`src/rtl/pwm_capture_pkg.sv`:
```
// Shared types and defaults for the PWM input capture block.
package pwm_capture_pkg;

   localparam int CNT_W_DEF = 32;

   typedef enum logic [1:0] {
      IDLE = 2'd0,
      ARM  = 2'd1,
      HIGH = 2'd2,
      LOW  = 2'd3
   } state_e;

   typedef logic [CNT_W_DEF-1:0] cnt_t;

endpackage

```
`src/rtl/pwm_capture_if.sv`:
```
// Register-bank side of the capture block: per-channel configuration in, measurement results out.
interface pwm_capture_if
   import pwm_capture_pkg::*;
#(
   parameter int CHANNELS = 3,
   parameter int CNT_W    = CNT_W_DEF
);

   logic [CHANNELS-1:0]            enable_i;
   logic [CHANNELS-1:0][CNT_W-1:0] prescaler_i;
   logic [CHANNELS-1:0]            clear_i;
   logic [CHANNELS-1:0][CNT_W-1:0] period_o;
   logic [CHANNELS-1:0][CNT_W-1:0] high_o;
   logic [CHANNELS-1:0]            valid_o;
   logic [CHANNELS-1:0]            overflow_o;

   modport master (
      output enable_i, prescaler_i, clear_i,
      input  period_o, high_o, valid_o, overflow_o
   );

   modport slave (
      input  enable_i, prescaler_i, clear_i,
      output period_o, high_o, valid_o, overflow_o
   );

endinterface

```
`src/rtl/pwm_capture_chan.sv`:
```
// One capture channel: pin synchronizer, tick prescaler, period/high counter and measurement FSM.
module pwm_capture_chan
   import pwm_capture_pkg::*;
#(
   parameter int CNT_W       = CNT_W_DEF,
   parameter int SYNC_STAGES = 2
) (
   input  logic             clk_i,
   input  logic             rstn_i,
   input  logic             pwm_i,
   input  logic             enable_i,
   input  logic [CNT_W-1:0] prescaler_i,
   input  logic             clear_i,
   output logic [CNT_W-1:0] period_o,
   output logic [CNT_W-1:0] high_o,
   output logic             valid_o,
   output logic             overflow_o
);

   logic [SYNC_STAGES-1:0] sync_reg;
   logic                   s_d_reg;
   state_e                 state_reg, state_next;
   logic [CNT_W-1:0]       pre_reg, pre_next;
   logic [CNT_W-1:0]       cnt_reg, cnt_next;
   logic [CNT_W-1:0]       hi_reg, hi_next;
   logic [CNT_W-1:0]       period_reg, period_next;
   logic [CNT_W-1:0]       high_reg, high_next;
   logic                   valid_reg, valid_next;
   logic                   ovf_reg, ovf_next;

   logic             s, rise, fall, tick, cnt_max;
   logic [CNT_W-1:0] cnt_inc;

   assign s       = sync_reg[SYNC_STAGES-1];
   assign rise    = s & ~s_d_reg;
   assign fall    = ~s & s_d_reg;
   assign tick    = (pre_reg == prescaler_i);
   assign cnt_max = &cnt_reg;
   // Saturating increment so an edge coinciding with saturation still reports all-ones.
   assign cnt_inc = cnt_max ? cnt_reg : cnt_reg + CNT_W'(1);

   always_comb begin
      state_next  = state_reg;
      pre_next    = pre_reg;
      cnt_next    = cnt_reg;
      hi_next     = hi_reg;
      period_next = period_reg;
      high_next   = high_reg;
      valid_next  = 1'b0;
      ovf_next    = ovf_reg & ~clear_i;

      if (rise || tick) pre_next = '0;
      else              pre_next = pre_reg + CNT_W'(1);

      case (state_reg)
         IDLE: begin
            pre_next = '0;
            cnt_next = '0;
            if (enable_i) state_next = ARM;
         end
         ARM: begin
            if (rise) begin
               cnt_next   = CNT_W'(1);
               state_next = HIGH;
            end
         end
         HIGH: begin
            if (fall) begin
               hi_next    = cnt_reg;
               state_next = LOW;
               if (tick) cnt_next = cnt_inc;
            end else if (tick) begin
               if (cnt_max) begin
                  ovf_next   = 1'b1;
                  cnt_next   = '0;
                  state_next = ARM;
               end else begin
                  cnt_next = cnt_inc;
               end
            end
         end
         LOW: begin
            if (rise) begin
               period_next = cnt_reg;
               high_next   = hi_reg;
               valid_next  = 1'b1;
               cnt_next    = CNT_W'(1);
               state_next  = HIGH;
            end else if (tick) begin
               if (cnt_max) begin
                  ovf_next   = 1'b1;
                  cnt_next   = '0;
                  state_next = ARM;
               end else begin
                  cnt_next = cnt_inc;
               end
            end
         end
         default: state_next = IDLE;
      endcase

      // Disabling aborts any partial measurement but leaves published results intact.
      if (!enable_i) begin
         state_next = IDLE;
         pre_next   = '0;
         cnt_next   = '0;
         valid_next = 1'b0;
      end
   end

   always_ff @(posedge clk_i) begin
      if (!rstn_i) begin
         sync_reg   <= '0;
         s_d_reg    <= 1'b0;
         state_reg  <= IDLE;
         pre_reg    <= '0;
         cnt_reg    <= '0;
         hi_reg     <= '0;
         period_reg <= '0;
         high_reg   <= '0;
         valid_reg  <= 1'b0;
         ovf_reg    <= 1'b0;
      end else begin
         sync_reg   <= {sync_reg[SYNC_STAGES-2:0], pwm_i};
         s_d_reg    <= s;
         state_reg  <= state_next;
         pre_reg    <= pre_next;
         cnt_reg    <= cnt_next;
         hi_reg     <= hi_next;
         period_reg <= period_next;
         high_reg   <= high_next;
         valid_reg  <= valid_next;
         ovf_reg    <= ovf_next;
      end
   end

   assign period_o   = period_reg;
   assign high_o     = high_reg;
   assign valid_o    = valid_reg;
   assign overflow_o = ovf_reg;

endmodule

```
`src/rtl/pwm_capture.sv`:
```
// Multi-channel PWM input capture: one independent capture channel per pin.
module pwm_capture
   import pwm_capture_pkg::*;
#(
   parameter int CHANNELS    = 3,
   parameter int CNT_W       = CNT_W_DEF,
   parameter int SYNC_STAGES = 2
) (
   input  logic                clk_i,
   input  logic                rstn_i,
   input  logic [CHANNELS-1:0] pwm_i,
   pwm_capture_if.slave        cap
);

   logic [CHANNELS-1:0][CNT_W-1:0] period_w;
   logic [CHANNELS-1:0][CNT_W-1:0] high_w;
   logic [CHANNELS-1:0]            valid_w;
   logic [CHANNELS-1:0]            ovf_w;

   generate
      for (genvar gi = 0; gi < CHANNELS; gi++) begin : g_chan
         pwm_capture_chan #(
            .CNT_W       (CNT_W),
            .SYNC_STAGES (SYNC_STAGES)
         ) u_chan (
            .clk_i       (clk_i),
            .rstn_i      (rstn_i),
            .pwm_i       (pwm_i[gi]),
            .enable_i    (cap.enable_i[gi]),
            .prescaler_i (cap.prescaler_i[gi]),
            .clear_i     (cap.clear_i[gi]),
            .period_o    (period_w[gi]),
            .high_o      (high_w[gi]),
            .valid_o     (valid_w[gi]),
            .overflow_o  (ovf_w[gi])
         );
      end
   endgenerate

   assign cap.period_o   = period_w;
   assign cap.high_o     = high_w;
   assign cap.valid_o    = valid_w;
   assign cap.overflow_o = ovf_w;

endmodule

```
`src/flat_wrapper.sv`:
```
// flat-port wrapper written by rule: the top's interface ports become plain ports
module pwm_capture_flat import pwm_capture_pkg::*;
#(
   parameter int CHANNELS    = 3,
   parameter int CNT_W       = CNT_W_DEF,
   parameter int SYNC_STAGES = 2
)
  (clk_i, rstn_i, pwm_i, cap_enable_i, cap_prescaler_i, cap_clear_i, cap_period_o, cap_high_o, cap_valid_o, cap_overflow_o);
  pwm_capture_if #(.CHANNELS(CHANNELS), .CNT_W(CNT_W)) cap_i ();
  input  logic clk_i;
  input  logic rstn_i;
  input  logic [CHANNELS-1:0] pwm_i;
  input wire logic [$bits(cap_i.enable_i)-1:0] cap_enable_i;
  input wire logic [$bits(cap_i.prescaler_i)-1:0] cap_prescaler_i;
  input wire logic [$bits(cap_i.clear_i)-1:0] cap_clear_i;
  output wire logic [$bits(cap_i.period_o)-1:0] cap_period_o;
  output wire logic [$bits(cap_i.high_o)-1:0] cap_high_o;
  output wire logic [$bits(cap_i.valid_o)-1:0] cap_valid_o;
  output wire logic [$bits(cap_i.overflow_o)-1:0] cap_overflow_o;
  assign cap_i.enable_i = cap_enable_i;
  assign cap_i.prescaler_i = cap_prescaler_i;
  assign cap_i.clear_i = cap_clear_i;
  assign cap_period_o = cap_i.period_o;
  assign cap_high_o = cap_i.high_o;
  assign cap_valid_o = cap_i.valid_o;
  assign cap_overflow_o = cap_i.overflow_o;
  pwm_capture #(.CHANNELS(CHANNELS), .CNT_W(CNT_W), .SYNC_STAGES(SYNC_STAGES)) u_core (.clk_i(clk_i), .rstn_i(rstn_i), .pwm_i(pwm_i), .cap(cap_i));
endmodule
```
`config.mk`:
```
export PLATFORM = sky130hd
export DESIGN_NAME = pwm_capture_flat
export DESIGN_NICKNAME = d
export VERILOG_FILES = /design/src/rtl/pwm_capture_pkg.sv /design/src/rtl/pwm_capture_if.sv /design/src/rtl/pwm_capture_chan.sv /design/src/rtl/pwm_capture.sv /design/src/flat_wrapper.sv
export SDC_FILE = /design/constraint.sdc
export NUM_CORES = 1
export LEC_CHECK = 0
export BUFFER_PORTS_ARGS = -buffer_cell sky130_fd_sc_hd__buf_2
export CAP_MARGIN = 20
export CORE_ASPECT_RATIO = 1.2
export CORE_MARGIN = 10
export CORE_UTILIZATION = 60
export CTS_BUF_LIST = sky130_fd_sc_hd__clkbuf_4 sky130_fd_sc_hd__clkbuf_8
export DETAILED_ROUTE_END_ITERATION = 7
export PLACE_DENSITY = 0.85
export RECOVER_POWER = 100
export SLEW_MARGIN = 30
export SYNTH_ARGS = -nofsm -noshare
export SYNTH_HDL_FRONTEND = slang
export SYNTH_SLANG_ARGS = --single-unit
export TNS_END_PERCENT = 50
```
`constraint.sdc`:
```
create_clock -name clk_i -period 7.66 [get_ports clk_i]
set_clock_uncertainty 0.15 [all_clocks]
set_input_delay 0.383 -clock clk_i [delete_from_list [all_inputs] [get_ports clk_i]]
set_output_delay 0.383 -clock clk_i [all_outputs]
set_load 0.01 [all_outputs]
```
==> summary by stage, run 1 <==
Global routing
The most used routing layer is met2. For this run, global-route usage on met2 was measured as 0.4465. For this run, global-route usage on met3 was measured as 0.05832. The number of antenna violations at the first check in global routing is 6. Global routing finished with a remaining overflow of 0. Entering global routing, the biggest net connects 114 pins.

The total global routing track utilization is 0.2690. For met1 alone, demand over resource in global routing was 0.3251. The via count of the first global-routing pass is 20519.

The first global-routing pass estimated 103600 microns of wire.

Synth
The number of distinct library cell variants in the gate-level netlist after synthesis is 82. The share of the synthesized area in the top cell type is 0.4413. Of the total synthesized cell area, the portion taken by XOR and XNOR cells is 0.06898.

After synthesis, the share of cell area in mux cells is 0.002202. Each instance of the synthesized netlist takes up on average 8.187 sq um. Of all flip-flops after synthesis, the portion carrying an async set or reset was 0. Yosys attributes the largest share of cell area to dfxtp_1, nand2_1, a21boi_0. The adder-cell share of the synthesized area is 0.004955.

The most instantiated flip-flop cell in the synthesis netlist is dfxtp_1. Synthesis produced 2776 cells. Yosys printed 0 warnings.

Of the total synthesized cell area, the portion taken by AND, OR, NAND and NOR gates is 0.2604. The complex-gate fraction of the synthesized area is 0.1831. The share of the Yosys chip area taken by registers is 0.4413. The synthesized design contains 501 register bits. Summed over all instances, the cell type with the most area after synthesis is dfxtp_1. The main combinational cell family by area after synthesis is simple AND/OR/NAND/NOR gates.

The synthesized netlist occupies a cell area of 0.02273 sq mm. The total nets after synthesis is 2892. Yosys mapped a number of flops with a built-in enable equal to 0.

STA
The final number of hold-violating endpoints is 0. Measured against its own limit, the worst slew margin works out to -1.564. Setup total negative slack on the finished layout was measured at 0 ns. Of the available clock period, the critical path in the final layout requires 0.6250. The clock period minus final worst setup slack is 4.787 ns. The highest achievable clock rate is 0.2089 GHz.

The count of pins over their slew limit is 476. The worst-margin pin slew is 3.846 ns. The setup violation total in the final timing report is 0.

Setup repair after global routing left no endpoint under its margin.

Finish
The layout cell share with drive strength beyond 1 is 0.09233. In the final layout, the multi-input gates occupy 0.01177 sq mm. Compared with the post-synthesis result, the final layout area differs by 12.77%. The net count of the finished layout is 3124. The count of filler cells inserted in the layout is 3182.

The finished cells cover 0.02563 sq mm. The storage element area is 0.01003 sq mm. Leaving out filler cells and counting taps, the final layout contains 3551.

Routing
For this run, design rule violations remaining after detail routing come to 0. After detailed routing, the average wire length per cell comes to 18.17 microns. The first detailed-routing pass took 8 iterations. Detailed routing inserted a total of 20854 vias. The total wire length is 64540 microns.

The number of violations reported at the end of detailed-routing iteration 0 is 1522. The number of vias per cell after detailed routing is 5.873. In this run the remaining antenna-violating nets after routing total 0.

Clock network
The clock tree from TritonCTS is done. The clock latency reported for the late side of the worst-skew pair is 0.63 ns. The total number of H-tree levels is 3. The number of buffers on the longest clock path is 3. The register clock-pin slew on the reported worst setup and hold paths is 0.06 ns.

The clock drives 501 sinks. The root buffer selected by CTS is clkbuf_8. In this run, CTS created clock tree buffers numbering 78.

Power
Across the VDD grid, the largest voltage drop is 0.0001417 V. The analysis attributes to cell leakage a power of 0.008476 uW. Dividing total power by cell area gives a power density of 198.6 mW/mm^2.

Die
The total area inside the core boundary comes to 0.03757 sq mm. The I/O pin count is 305. The effective utilization at floorplan is 0.6049. Measured along the y axis, the die boundary spans 233.2 microns. Measured along the x axis, the die boundary spans 197.7 microns. The full die area is 0.04610 sq mm.

The number of rows created at floorplan is 78.

Flow run
The number of max-cap violations is 9.

Worst setup path
Of all nets on the critical path, the largest fanout is 110. The capturing point of the worst reg2reg path is u_core.g_chan[2].u_chan.cnt_reg[11]$_SDFFE_PN0P_. The startpoint identified for the worst register-to-register timing path is u_core.g_chan[2].u_chan.s_d_reg$_SDFF_PN0_. The reg-to-reg setup timing slack is 3.05 ns.

The biggest cell delay along the critical path is 2.01 ns. The worst setup path is captured at a flip-flop. Measured in cells, the most critical reg-to-reg path has a length of 8. STA puts the critical path data required time at 8.02 ns. The kind of start point of the critical path is an input port. The slowest cell on the critical path is clkbuf_1. The cell with the most instances on the worst path is clkbuf_1. The critical path in this run is classified as input port to flip-flop. The critical path data arrival time is 5.15 ns. The critical path goes through buf_6 > clkbuf_1 > and2_0 > o2111ai_2 > clkbuf_1 > a21oi_1.

Worst hold path
The worst hold path begins at rstn_i. The worst hold path belongs to the class input port to flip-flop. The worst hold path terminates at u_core.g_chan[1].u_chan.high_o[5]$_SDFFE_PN0P_. Counting instances, the worst hold path has a depth of 2.

Place
In this run the cell area measured after placement is 0.02430 sq mm. In this run, placement finished with an instance count of 3401. At the end of routability-driven placement, the weighted congestion stood at 0.9468.

Detailed placement ended at an HPWL of 44720 microns. In this run the tool buffered the top-level ports with 304 buffer cells.

Status
The checks that failed: max-capacitance violations, max-slew violations. The flow ran to the end, but the final reports show violations.
-- critical path, delay by kind of cell --
family	cells	cell delay (ns)
simple gates	1	1.09
buf+inv	3	3.11
compound gates	2	0.51
-- how the worst max path moves through the flow --
| stage | from | endpoint | slack, ns | cells after the start |
|---|---|---|---|---|
| 6_report | rstn_i | u_core.g_chan[2].u_chan.pre_reg[26]$_SDFF_PP0_ | 2.87 | 6 |
| 5_1_grt | rstn_i | u_core.g_chan[2].u_chan.pre_reg[26]$_SDFF_PP0_ | 2.34 | 6 |
| 4_1_cts | u_core.g_chan[1].u_chan.pre_reg[24]$_SDFF_PP0_ | u_core.g_chan[1].u_chan.cnt_reg[2]$_SDFFE_PN0P_ | 4.18 | 7 |
| 3_5_place_dp | cap_prescaler_i[77] | u_core.g_chan[2].u_chan.cnt_reg[11]$_SDFFE_PN0P_ | 4.09 | 8 |
| 3_3_place_gp | cap_prescaler_i[47] | u_core.g_chan[1].u_chan.cnt_reg[20]$_SDFFE_PN0P_ | 4.11 | 8 |
| 2_1_floorplan | u_core.g_chan[0].u_chan.cnt_reg[1]$_SDFFE_PN0P_ | u_core.g_chan[0].u_chan.cnt_reg[26]$_SDFFE_PN0P_ | 5.12 | 9 |
-- logic make-up after synthesis --
family | Yosys count
buf+inv | 212
mux | 5
compound gates | 590
fa+ha+maj | 9
xor+xnor | 179
simple gates | 1280
flops | 501
-- power breakdown --
part | switching (uW) | total, uW | internal (uW)
combinational | 85.5 | 156 | 70.1
clock | 1040 | 2320 | 1280
sequential | 5.35 | 2610 | 2610
total | 1130 | 5090 | 3950
-- metrics by stage --
stage,setup WS (ns),util,total power [uW],hold slack [ns]
finish,2.873,0.6821,5089,0.1610
global route,2.341,0.6821,5247,0.1796
CTS,4.183,0.6918,5119,0.1272
detailed placement,4.089,0.6467,2819,0.2706
global placement,4.112,0.6462,2815,0.2672
floorplan,5.118,-,2761,0.2619
-- synth_stat cells, types with 36 or more instances --
library cell	count
clkbuf_1	129
nor2_1	164
a21oi_1	70
and3_1	48
xor2_1	114
dfxtp_1	501
nand3_1	83
a21boi_0	291
inv_1	36
o21ai_0	57
xnor2_1	65
a31oi_1	40
nand4_1	52
nand2_1	733
-- layer usage --
layer / part of all wire / wire (microns)
met1: 0.42 / 26790
met2: 0.47 / 30630
met3: 0.073 / 4714
met4: 0.037 / 2396
met5: 0 / 0
-- cell type report --
type,count,area share
diodes,6,0.0005858
clock buffers,122,0.05990
clock inverters,15,0.003466
inverters,36,0.005272
multi-input cells,2063,0.4594
flip-flops and latches,501,0.3913
well taps,480,0.02343
repair buffers,328,0.05663
-- layout by cell type (no fill, tap or decap), drive strengths merged, types with 18 or more instances in the layout --
cell / Yosys / final
and4: 24 / 24
nand4: 56 / 56
and2: 28 / 28
a31oi: 40 / 40
nand3: 86 / 86
buf: 46 / 116
a21oi: 71 / 71
inv: 36 / 37
a21boi: 291 / 291
and3: 48 / 48
nor4: 33 / 33
o21ai: 65 / 65
a41oi: 18 / 18
nor2: 164 / 164
nor3: 36 / 36
nand2: 735 / 735
xnor2: 65 / 65
clkbuf: 130 / 327
xor2: 114 / 114
dfxtp: 501 / 501
-- what timing repair did --
item / in CTS / in global routing
resized for setup: 0 / 0
hold buffers: 7 / 0
buffers inserted: 0 / 0
endpoints found under the hold margin: 7 / 0
Power figures use the tool's default switching activity.
==> inputs of run 2 (changes only) <==
- CORE_UTILIZATION: 60 -> 54
- PLACE_DENSITY: 0.85 -> 0.8
- clock period: 7.66 -> 4.1 ns (I/O delays scaled with it)
==> summary by stage, run 2 (same netlist as run 1, synthesis figures left out) <==
Finish
The final design utilization is 0.6225. From synthesis to final layout, the design area changed by 14.09%. The multi-input logic area is 0.01175 sq mm. The sequential cells in the finished layout cover a total of 0.01003 sq mm. The layout cell share with drive strength beyond 1 is 0.09565. The net count reported at finish is 3144. The filler cells instantiated in the layout total 3753. Leaving out fill and tap cells, the most frequent cell in the layout is nand2_1. In the layout the commonest cells are nand2_1, dfxtp_1, a21boi_0.

Routing
The total wire length is 64740 microns. The number of vias per cell after detailed routing is 5.713. Dividing the detail-routed wire length by the instance count gives 17.82 microns.

The first-pass detailed-route iteration total is 6. The remaining routing DRC violations is 0. For this block, the initial DRC count from the detailed router was 1754. The number of vias after detailed routing is 20755. Once detail routing completed, the nets flagged for antenna violations numbered 0.

Die
Measured along the y axis, the die boundary spans 244.7 microns. The floorplan has 82 rows. The I/O pin count is 305. The full die area is 0.05073 sq mm. The horizontal extent of the die is 207.3 microns. The floorplan core area is 0.04166 sq mm. The effective utilization at floorplan is 0.5456.

Clock network
Clock-pin slew was measured on the worst setup and hold paths at 0.06 ns. Counting the buffers created by CTS gives 79. The root buffer selected by CTS is clkbuf_8. The clock passes through at most 3 buffers.

The H-tree generated during clock tree synthesis spans 3 levels. TritonCTS built the clock tree. In this run, post-CTS hold repair placed 13 buffers.

The total setup buffers inserted after CTS is 0. Counting every sink on the clock net gives 501. The clock latency reported for the late side of the worst-skew pair is 0.67 ns. The number of gates resized after cts is 0.

STA
The count of pins over their slew limit is 236. Setup violations remaining at the end of the flow were counted as 0. The final number of hold-violating endpoints is 0. In the final timing run, aggregate negative setup slack is 0 ns. The portion of the clock cycle consumed by the worst path in the final layout is 0.8490. Setup repair after global routing left no endpoint under its margin.

The worst-margin pin slew is 2.900 ns. The relative slew slack is -0.9333. The highest achievable clock rate is 0.2873 GHz. The clock period minus final worst setup slack is 3.481 ns.

Worst setup path
Walking the worst path, the cells encountered are xor2_1 > nor4_1 > nand4_1 > o21ai_0 > o211a_1 > nor2_1 > a2111oi_0. Together, buffers and inverters on the worst path number 0. The largest delay contributor family on the critical path is compound AO/OA/AOI/OAI gates.

The largest single stage delay on the critical path is 0.85 ns. The peak fanout along the critical path is 28. The critical path data arrival time is 3.84 ns.

The endpoint class of the critical path is a flip-flop. The worst setup path is launched from a flip-flop. The required time of the worst setup path is 4.45 ns. The worst setup path is of the flip-flop to flip-flop kind.

For this design, the slowest cell found on the critical path is o211a_1.

Place
The HPWL reported at the end of detailed placement is 45270 microns. The count of input and output buffers is 304. The final RePlAce weighted congestion is 0.9437.

Power
The highest ir drop seen on vdd is 0.0002969 V. The power density normalized to cell area is 375.9 mW/mm^2. The standby leakage power is 0.008604 uW.

Global routing
The total grt overflow is 0. The total global routing track utilization is 0.2413. The via count of the first global-routing pass was 20278.

The number of antenna violations at the first check in global routing is 9. The global-route wire length before repair is 103700 microns. Entering global routing, the biggest net connects 107 pins.

Status
The flow ran to the end, but the final reports show violations. The checks that failed: max-capacitance violations, max-slew violations.

Worst hold path
The type of the tightest min-delay check is input port to flip-flop.

Flow run
The number of max-cap violations is 4.
[run 2: changes by cell type in the layout (fill, tap and decap cells not counted), sizes merged]
cell / previous run / this run
diode: 6 / 3
clkbuf: 327 / 331
buf: 116 / 127
clkinv: 11 / 6
dlygate4sd3: 7 / 13
bufinv: 0 / 3
[run 2: final timing paths]
path | from | endpoint | slack [ns] | depth (start not counted)
worst max-delay path | u_core.g_chan[2].u_chan.pre_reg[22]$_SDFF_PP0_ | u_core.g_chan[2].u_chan.cnt_reg[11]$_SDFFE_PN0P_ | 0.62 | 7
worst min-delay path | cap_enable_i[1] | u_core.g_chan[1].u_chan.cnt_reg[3]$_SDFFE_PN0P_ | 0.1 | 4
worst max register to register | u_core.g_chan[2].u_chan.pre_reg[22]$_SDFF_PP0_ | u_core.g_chan[2].u_chan.cnt_reg[11]$_SDFFE_PN0P_ | 0.62 | 7
worst min register to register | u_core.g_chan[0].u_chan.sync_reg[0]$_SDFF_PN0_ | u_core.g_chan[0].u_chan.sync_reg[1]$_SDFF_PN0_ | 0.29 | 1
[run 2: power breakdown]
group	total (uW)	switching [uW]	internal, uW
Sequential	4880	9.46	4880
Clock	4560	1980	2580
Combinational	298	166	133
[run 2: layer usage]
| layer | track usage | wire length [microns] |
|---|---|---|
| met5 | 0 | 88 |
| met4 | 0.1014 | 1710 |
| met3 | 0.05386 | 4703 |
| met2 | 0.4098 | 31230 |
| met1 | 0.2896 | 27010 |
[run 2: cell type report]
cell class	instances	area share
Antenna cell	3	0.0002895
Clock buffer	124	0.05979
Inverter	36	0.005212
Sequential cell	501	0.3868
Tap cell	546	0.02635
Timing Repair Buffer	347	0.06273
Multi-Input combinational cell	2063	0.4530
Clock inverter	13	0.005839
[run 2: tightest hold or removal path: cells and delay by family]
family	cells	cell delay, ns
AO/OA/AOI/OAI	2	0.20
buffers and inverters	1	0.11
AND/OR/NAND/NOR	1	0.33
[run 2: through the flow]
stage / cell area [sq um] / worst slack [ns] / hold slack (ns) / std cells / power (uW)
after floorplan: 22730 / 1.558 / 0.1823 / 2776 / 5159
after global placement: 24450 / 0.9962 / 0.2722 / 3479 / 5273
after detailed placement: 24480 / 0.9084 / 0.2699 / 3480 / 5279
after CTS: 26310 / 0.7978 / 0.02026 / 3630 / 9826
after global routing: 25930 / 0.3321 / 0.1070 / 3633 / 10070
final: 25930 / 0.6193 / 0.09673 / 3633 / 9747
